--- src/rtl/score_pkg.sv ---
// Shared types and default sizing for the score BCD conversion path.
package score_pkg;

    localparam int SCORE_W  = 16;
    localparam int SCORE_ND = 5;

    typedef enum logic [1:0] {
        IDLE  = 2'd0,
        SHIFT = 2'd1,
        DONE  = 2'd2
    } score_state_t;

    // Index width that stays legal (>=1) for a count of one.
    function automatic int id_width(input int n);
        return (n > 1) ? $clog2(n) : 1;
    endfunction

endpackage

--- src/rtl/score_bcd_scheduler_if.sv ---
// Request/response bundle between score sources, the BCD scheduler and the display.
// rsp_blank exists only when SCORE_BCD_BLANK_EN is defined.
interface score_bcd_scheduler_if
    import score_pkg::*;
#(
    parameter int W    = SCORE_W,
    parameter int ND   = SCORE_ND,
    parameter int NREQ = 2
);
    localparam int IDW = id_width(NREQ);

    logic [NREQ-1:0]   req_valid;
    logic [NREQ*W-1:0] req_bin;
    logic [NREQ-1:0]   req_ready;
    logic              rsp_valid;
    logic [IDW-1:0]    rsp_id;
    logic [4*ND-1:0]   rsp_bcd;
    logic              rsp_ready;
    logic              busy;
`ifdef SCORE_BCD_BLANK_EN
    logic [ND-1:0]     rsp_blank;

    modport master (
        output req_valid, req_bin, rsp_ready,
        input  req_ready, rsp_valid, rsp_id, rsp_bcd, busy, rsp_blank
    );
    modport slave (
        input  req_valid, req_bin, rsp_ready,
        output req_ready, rsp_valid, rsp_id, rsp_bcd, busy, rsp_blank
    );
`else
    modport master (
        output req_valid, req_bin, rsp_ready,
        input  req_ready, rsp_valid, rsp_id, rsp_bcd, busy
    );
    modport slave (
        input  req_valid, req_bin, rsp_ready,
        output req_ready, rsp_valid, rsp_id, rsp_bcd, busy
    );
`endif

endinterface

--- src/rtl/bcd_shift_step.sv ---
// One double-dabble step: add 3 to every digit >= 5, then shift left taking bit_in.
module bcd_shift_step #(
    parameter int ND = 5
) (
    input  logic [4*ND-1:0] bcd_in,
    input  logic            bit_in,
    output logic [4*ND-1:0] bcd_out
);

    logic [4*ND-1:0] adj;

    always_comb begin
        adj = bcd_in;
        for (int d = 0; d < ND; d++) begin
            if (bcd_in[4*d +: 4] >= 4'd5) begin
                adj[4*d +: 4] = bcd_in[4*d +: 4] + 4'd3;
            end
        end
    end

    assign bcd_out = (adj << 1) | {{(4*ND-1){1'b0}}, bit_in};

endmodule

--- src/rtl/score_bcd_scheduler.sv ---
// Round-robin shared binary-to-BCD converter for the 2048 score sources.
// Optional leading-zero flags via SCORE_BCD_BLANK_EN.
//
// state | meaning
// IDLE  | arbitrate, accept one request
// SHIFT | one add-3/shift step per cycle, W cycles
// DONE  | result held on rsp_* until rsp_ready
module score_bcd_scheduler
    import score_pkg::*;
#(
    parameter int W    = SCORE_W,
    parameter int ND   = SCORE_ND,
    parameter int NREQ = 2
) (
    input  logic                   clk,
    input  logic                   rst_n,
    score_bcd_scheduler_if.slave   bus
);

    localparam int IDW = id_width(NREQ);
    localparam int CW  = id_width(W);

    score_state_t    state_q, state_d;
    logic [W-1:0]    bin_q;
    logic [4*ND-1:0] bcd_q;
    logic [CW-1:0]   cnt_q;
    logic [IDW-1:0]  last_grant_q;
    logic [4*ND-1:0] rsp_bcd_q;
    logic [IDW-1:0]  rsp_id_q;

    logic            grant_found;
    logic [IDW-1:0]  grant_id;
    logic [NREQ-1:0] grant_oh;
    logic [W-1:0]    grant_bin;
    logic            accept;
    logic [4*ND-1:0] bcd_step;

    bcd_shift_step #(.ND(ND)) u_step (
        .bcd_in  (bcd_q),
        .bit_in  (bin_q[W-1]),
        .bcd_out (bcd_step)
    );

    // Two passes give priority to indices above last_grant, then wrap to 0.
    always_comb begin
        grant_found = 1'b0;
        grant_id    = '0;
        grant_oh    = '0;
        grant_bin   = '0;
        for (int j = 0; j < NREQ; j++) begin
            if (!grant_found && bus.req_valid[j] && (j > int'(last_grant_q))) begin
                grant_found = 1'b1;
                grant_id    = IDW'(j);
                grant_oh[j] = 1'b1;
                grant_bin   = bus.req_bin[j*W +: W];
            end
        end
        for (int j = 0; j < NREQ; j++) begin
            if (!grant_found && bus.req_valid[j] && (j <= int'(last_grant_q))) begin
                grant_found = 1'b1;
                grant_id    = IDW'(j);
                grant_oh[j] = 1'b1;
                grant_bin   = bus.req_bin[j*W +: W];
            end
        end
    end

    always_comb begin
        state_d       = state_q;
        accept        = 1'b0;
        bus.req_ready = '0;
        case (state_q)
            IDLE: begin
                bus.req_ready = grant_oh;
                if (grant_found) begin
                    accept  = 1'b1;
                    state_d = SHIFT;
                end
            end
            SHIFT: begin
                if (cnt_q == '0) begin
                    state_d = DONE;
                end
            end
            DONE: begin
                if (bus.rsp_ready) begin
                    state_d = IDLE;
                end
            end
            default: state_d = IDLE;
        endcase
    end

    always_ff @(posedge clk or negedge rst_n) begin
        if (!rst_n) begin
            state_q <= IDLE;
        end else begin
            state_q <= state_d;
        end
    end

    always_ff @(posedge clk or negedge rst_n) begin
        if (!rst_n) begin
            bin_q        <= '0;
            bcd_q        <= '0;
            cnt_q        <= '0;
            last_grant_q <= IDW'(NREQ - 1);
            rsp_bcd_q    <= '0;
            rsp_id_q     <= '0;
        end else if (accept) begin
            bin_q        <= grant_bin;
            bcd_q        <= '0;
            cnt_q        <= CW'(W - 1);
            last_grant_q <= grant_id;
        end else if (state_q == SHIFT) begin
            bin_q <= bin_q << 1;
            bcd_q <= bcd_step;
            cnt_q <= cnt_q - 1'b1;
            if (cnt_q == '0) begin
                rsp_bcd_q <= bcd_step;
                rsp_id_q  <= last_grant_q;
            end
        end
    end

`ifdef SCORE_BCD_BLANK_EN
    logic [ND-1:0] blank_d;
    logic [ND-1:0] blank_q;
    logic          zero_above;

    always_comb begin
        blank_d    = '0;
        zero_above = 1'b1;
        for (int k = ND - 1; k >= 1; k--) begin
            zero_above = zero_above & (bcd_step[4*k +: 4] == 4'd0);
            blank_d[k] = zero_above;
        end
    end

    always_ff @(posedge clk or negedge rst_n) begin
        if (!rst_n) begin
            blank_q <= '0;
        end else if ((state_q == SHIFT) && (cnt_q == '0)) begin
            blank_q <= blank_d;
        end else if ((state_q == DONE) && bus.rsp_ready) begin
            blank_q <= '0;
        end
    end

    assign bus.rsp_blank = blank_q;
`endif

    assign bus.rsp_valid = (state_q == DONE);
    assign bus.busy      = (state_q != IDLE);
    assign bus.rsp_bcd   = rsp_bcd_q;
    assign bus.rsp_id    = rsp_id_q;

endmodule

--- src/flat_wrapper.sv ---
// flat-port wrapper written by rule: the top's interface ports become plain ports
module score_bcd_scheduler_flat import score_pkg::*;
#(
    parameter int W    = SCORE_W,
    parameter int ND   = SCORE_ND,
    parameter int NREQ = 2
)
  (clk, rst_n, bus_req_valid, bus_req_bin, bus_rsp_ready, bus_req_ready, bus_rsp_valid, bus_rsp_id, bus_rsp_bcd, bus_busy);
  score_bcd_scheduler_if #(.W(W), .ND(ND), .NREQ(NREQ)) bus_i ();
  input  logic clk;
  input  logic rst_n;
  input wire logic [$bits(bus_i.req_valid)-1:0] bus_req_valid;
  input wire logic [$bits(bus_i.req_bin)-1:0] bus_req_bin;
  input wire logic [$bits(bus_i.rsp_ready)-1:0] bus_rsp_ready;
  output wire logic [$bits(bus_i.req_ready)-1:0] bus_req_ready;
  output wire logic [$bits(bus_i.rsp_valid)-1:0] bus_rsp_valid;
  output wire logic [$bits(bus_i.rsp_id)-1:0] bus_rsp_id;
  output wire logic [$bits(bus_i.rsp_bcd)-1:0] bus_rsp_bcd;
  output wire logic [$bits(bus_i.busy)-1:0] bus_busy;
  assign bus_i.req_valid = bus_req_valid;
  assign bus_i.req_bin = bus_req_bin;
  assign bus_i.rsp_ready = bus_rsp_ready;
  assign bus_req_ready = bus_i.req_ready;
  assign bus_rsp_valid = bus_i.rsp_valid;
  assign bus_rsp_id = bus_i.rsp_id;
  assign bus_rsp_bcd = bus_i.rsp_bcd;
  assign bus_busy = bus_i.busy;
  score_bcd_scheduler #(.W(W), .ND(ND), .NREQ(NREQ)) u_core (.clk(clk), .rst_n(rst_n), .bus(bus_i));
endmodule
--- config.mk ---
export PLATFORM = sky130hd
export DESIGN_NAME = score_bcd_scheduler_flat
export DESIGN_NICKNAME = d
export VERILOG_FILES = /design/src/rtl/score_pkg.sv /design/src/rtl/score_bcd_scheduler_if.sv /design/src/rtl/bcd_shift_step.sv /design/src/rtl/score_bcd_scheduler.sv /design/src/flat_wrapper.sv
export SDC_FILE = /design/constraint.sdc
export NUM_CORES = 1
export LEC_CHECK = 0
export CAP_MARGIN = 30
export CELL_PAD_IN_SITES_DETAIL_PLACEMENT = 0
export CELL_PAD_IN_SITES_GLOBAL_PLACEMENT = 2
export CORE_AREA = 2 2 108 110
export CTS_CLUSTER_SIZE = 10
export DETAILED_ROUTE_END_ITERATION = 10
export DIE_AREA = 0 0 110 112
export PLACE_DENSITY_LB_ADDON = 0.1
export SLEW_MARGIN = 40
export SYNTH_ARGS = -nofsm -noshare
export SYNTH_HDL_FRONTEND = slang
export SYNTH_SLANG_ARGS = --single-unit
--- constraint.sdc ---
create_clock -name clk -period 1.56 [get_ports clk]
set_input_delay 0.312 -clock clk [delete_from_list [all_inputs] [get_ports clk]]
set_output_delay 0.312 -clock clk [all_outputs]
set_load 0.005 [all_outputs]
==> impl_metrics.toml <==
[run_status]
outcome = "finished, violations left"
violations = "negative hold slack, negative setup slack"

[setup_path]
cp-end-kind = "output pin"
reg2regPathDepth = 6
critPathLaunchType = "register"
worstSetupPathType = "reg2out"
r2r-end = "u_core.bcd_q[6]$_DFFE_PN0P_"
required_ns = 1.25
rrSetupSlack_ns = 0.07
cp_max_fo = 3
arrival_ns = 1.26
r2r_start = "u_core.bcd_q[4]$_DFFE_PN0P_"

[drt]
route.detailed.wl_per_inst_um = 14.2
ant_nets = 0
first_pass_iters = 4
drtIter0Drc = 106
vias = 2636
drt-total-wl_um = 7920
via_per_inst = 4.74
drc = 0

[place]
gp_congestion = 0.762
buffer_ports.inserted = 61
hpwl_um = 5640
placed_cells = 536
place_area_sq_um = 4200

[synth]
synth_top_family_by_area = "compound AO/OA/AOI/OAI gates"
yosysTopAreaCellShare_pct = 49.9
synth_edf_count = 0
synthTopCellsByCount = "63 x dfrtp_1, 40 x o21ai_0, 28 x nand2_1"
netlist-cell-type-count = 33
synth.area.top_cells = "dfrtp_1 50%, o21ai_0 6.3%, a221o_1 4.7%, a32oi_1 4.4%, ha_1 4.4%"
yosys.area_share.adder_pct = 4.35
synth_compound_area_share_pct = 21.9
synthMuxAreaShare_pct = 2.49
synth_warnings = 0
synth_top_flop_cell = "dfrtp_1"
async_flop_share_pct = 100
synth_most_common_cell = "dfrtp_1"
synth_area_sq_um = 3160
syn_nets = 360
netlist_instances = 312
ys_seq_elements = 64
yosysTopAreaCell = "dfrtp_1"
yosysSeqAreaShare_pct = 50.7
synth.avg_cell_area_sq_um = 10.1
synth_xor_area_share_pct = 1.94
synth_simple_gate_area_share_pct = 13.2

[sta]
finalSetupViolCount = 1
setup_tns_ns = -0.0130
setup_ws_ns = -0.0130
clock_skew_ns = 0.00593
slew_violations = 0
rsz0062_at_grt = "yes"
slew_headroom_pct = 75.1
worst_slew_pin_slew_ns = 0.373
min_period_over_period_pct = 101
period_minus_slack_ns = 1.57
max_freq_mhz = 636
worst_hold_slack_ns = -0.0184
hold_viol_final = 11

[clock_tree]
clkLatencyLatePin_ns = 0.33
cts_num_sinks = 64
h-tree-depth = 3
numCtsBuffers = 9
tritoncts = "built"
clkTransAtPathRegs_ns = 0.05
cts.hold.buffers_added = 0
root_buffer = "clkbuf_16"
clockBufferDepth = 2

[global_route]
grt_max_degree = 65
grt_overflow_total = 0
antenna_found_initial = 0
grt_pass1_wl_um = 13300
grt_pass1_vias = 2703
grt_usage_pct = 14.1

[cells_and_area]
diodes = 0
instances_no_fill = 556
regArea_sq_um = 1600
fillers = 1139
final_area_sq_um = 4710
drive_gt1_share_pct = 26.4
syn2layout_area_growth_pct = 49.0
multiInputGateArea_sq_um = 1550
fin_nets = 456

[floorplan]
die_area_sq_um = 12300
core_area_sq_um = 11200
die_y_um = 112
die_w_um = 110
initial_utilization_pct = 28.3
pin_count = 62
rows = 39

[worst_hold_path]
hp-class = "in2async"

[flow_run]
cap_viol_max_count = 0

[power]
p_leak_nw = 2.06
irDropWorstVdd_mv = 0.608
power.total_mw = 9.80
powerDensity_nw_per_um2 = 2080
per-stage QoR:
step	utilization, %	hold WS [ns]	setup WS, ns
final	42.2	-0.0184	-0.0130
after global routing	42.2	0.0259	-0.0794
after CTS	40.7	0.0129	-0.0316
after detailed placement	37.6	0.366	-0.453
after global placement	37.6	0.365	-0.441
after floorplan	-	0.0164	0.0270
metal layers:
layer | part of all wire [%] | routed length (um) | vias to the layer above | track usage [%]
met2 | 49 | 3910 | 44 | 23.3
li1 | - | - | 1331 | -
met3 | 3.3 | 259 | 11 | 3.75
met4 | 1.4 | 107 | 0 | 4.56
met5 | 0 | 0 | - | 0
met1 | 46 | 3640 | 1250 | 17.8
power by group:
group,switching [mW],internal [mW],leakage [nW]
combinational,2.14,2.56,1.09
clock,0.709,1.41,0.159
sequential,0.570,2.41,0.811
total,3.42,6.38,2.06
worst max-delay path by stage:
stage,from,endpoint,slack [ns],cells past startpoint
finish,u_core.last_grant_q$_DFFE_PN1P_,bus_req_ready[1],-0.01,4
global route,u_core.last_grant_q$_DFFE_PN1P_,bus_req_ready[1],-0.08,4
CTS,u_core.state_q[1]$_DFFE_PN0P_,bus_req_ready[0],-0.03,4
detailed placement,bus_req_valid[1],bus_req_ready[1],-0.45,4
global placement,bus_req_valid[1],bus_req_ready[1],-0.44,4
floorplan,u_core.cnt_q[0]$_DFFE_PN0P_,u_core.bus.rsp_id$_DFFE_PN0P_,0.03,6
kinds of logic after synthesis:
logic type                 after synthesis
AOI/OAI and AO/OA                      101
xor gates and xnor gates                 7
adders and majority gates               11
buffers and inverters                   37
DFF                                     64
muxes                                    7
and+or+nand+nor                         85
critical path: stages (launching register included):
cell,delay [ns]
dfstp_2,0.54
buf_6,0.09
a21boi_2,0.05
and2_1,0.14
buf_2,0.12
registers in the layout (all words and copies together), names as in the netlist:
register             count
u_core.cnt_q             4
u_core.state_q           2
u_core.bus.rsp_id        1
u_core.last_grant_q      1
u_core.bus.rsp_bcd      20
u_core.bin_q            16
u_core.bcd_q            20
layout make-up:
cell class	count	area share [%]
repair buffers	107	21.3
inverters	15	1.19
multi-input cells	211	32.9
clock buffers	14	6.03
well taps	143	3.80
flip-flops and latches	64	34.0
clock inverters	2	0.743
cell usage in the layout, fill, tap and decap left out, types with 7 or more instances in the layout:
cell,count
a221o_1,15
clkbuf_16,9
clkdlybuf4s50_1,52
o21ai_0,29
o21ai_1,9
nor3b_1,9
buf_4,37
inv_1,11
nor2_1,16
a21oi_1,11
nand3_1,17
a32oi_2,7
a32oi_1,9
dfrtp_1,62
nand2_1,27
repair_timing:
action,4_1_cts,5_1_grt
resized for setup,26,48
endpoints found under the setup margin,35,52
pin swaps,2,5
setup buffers,2,2
Power figures use the tool's default switching activity.
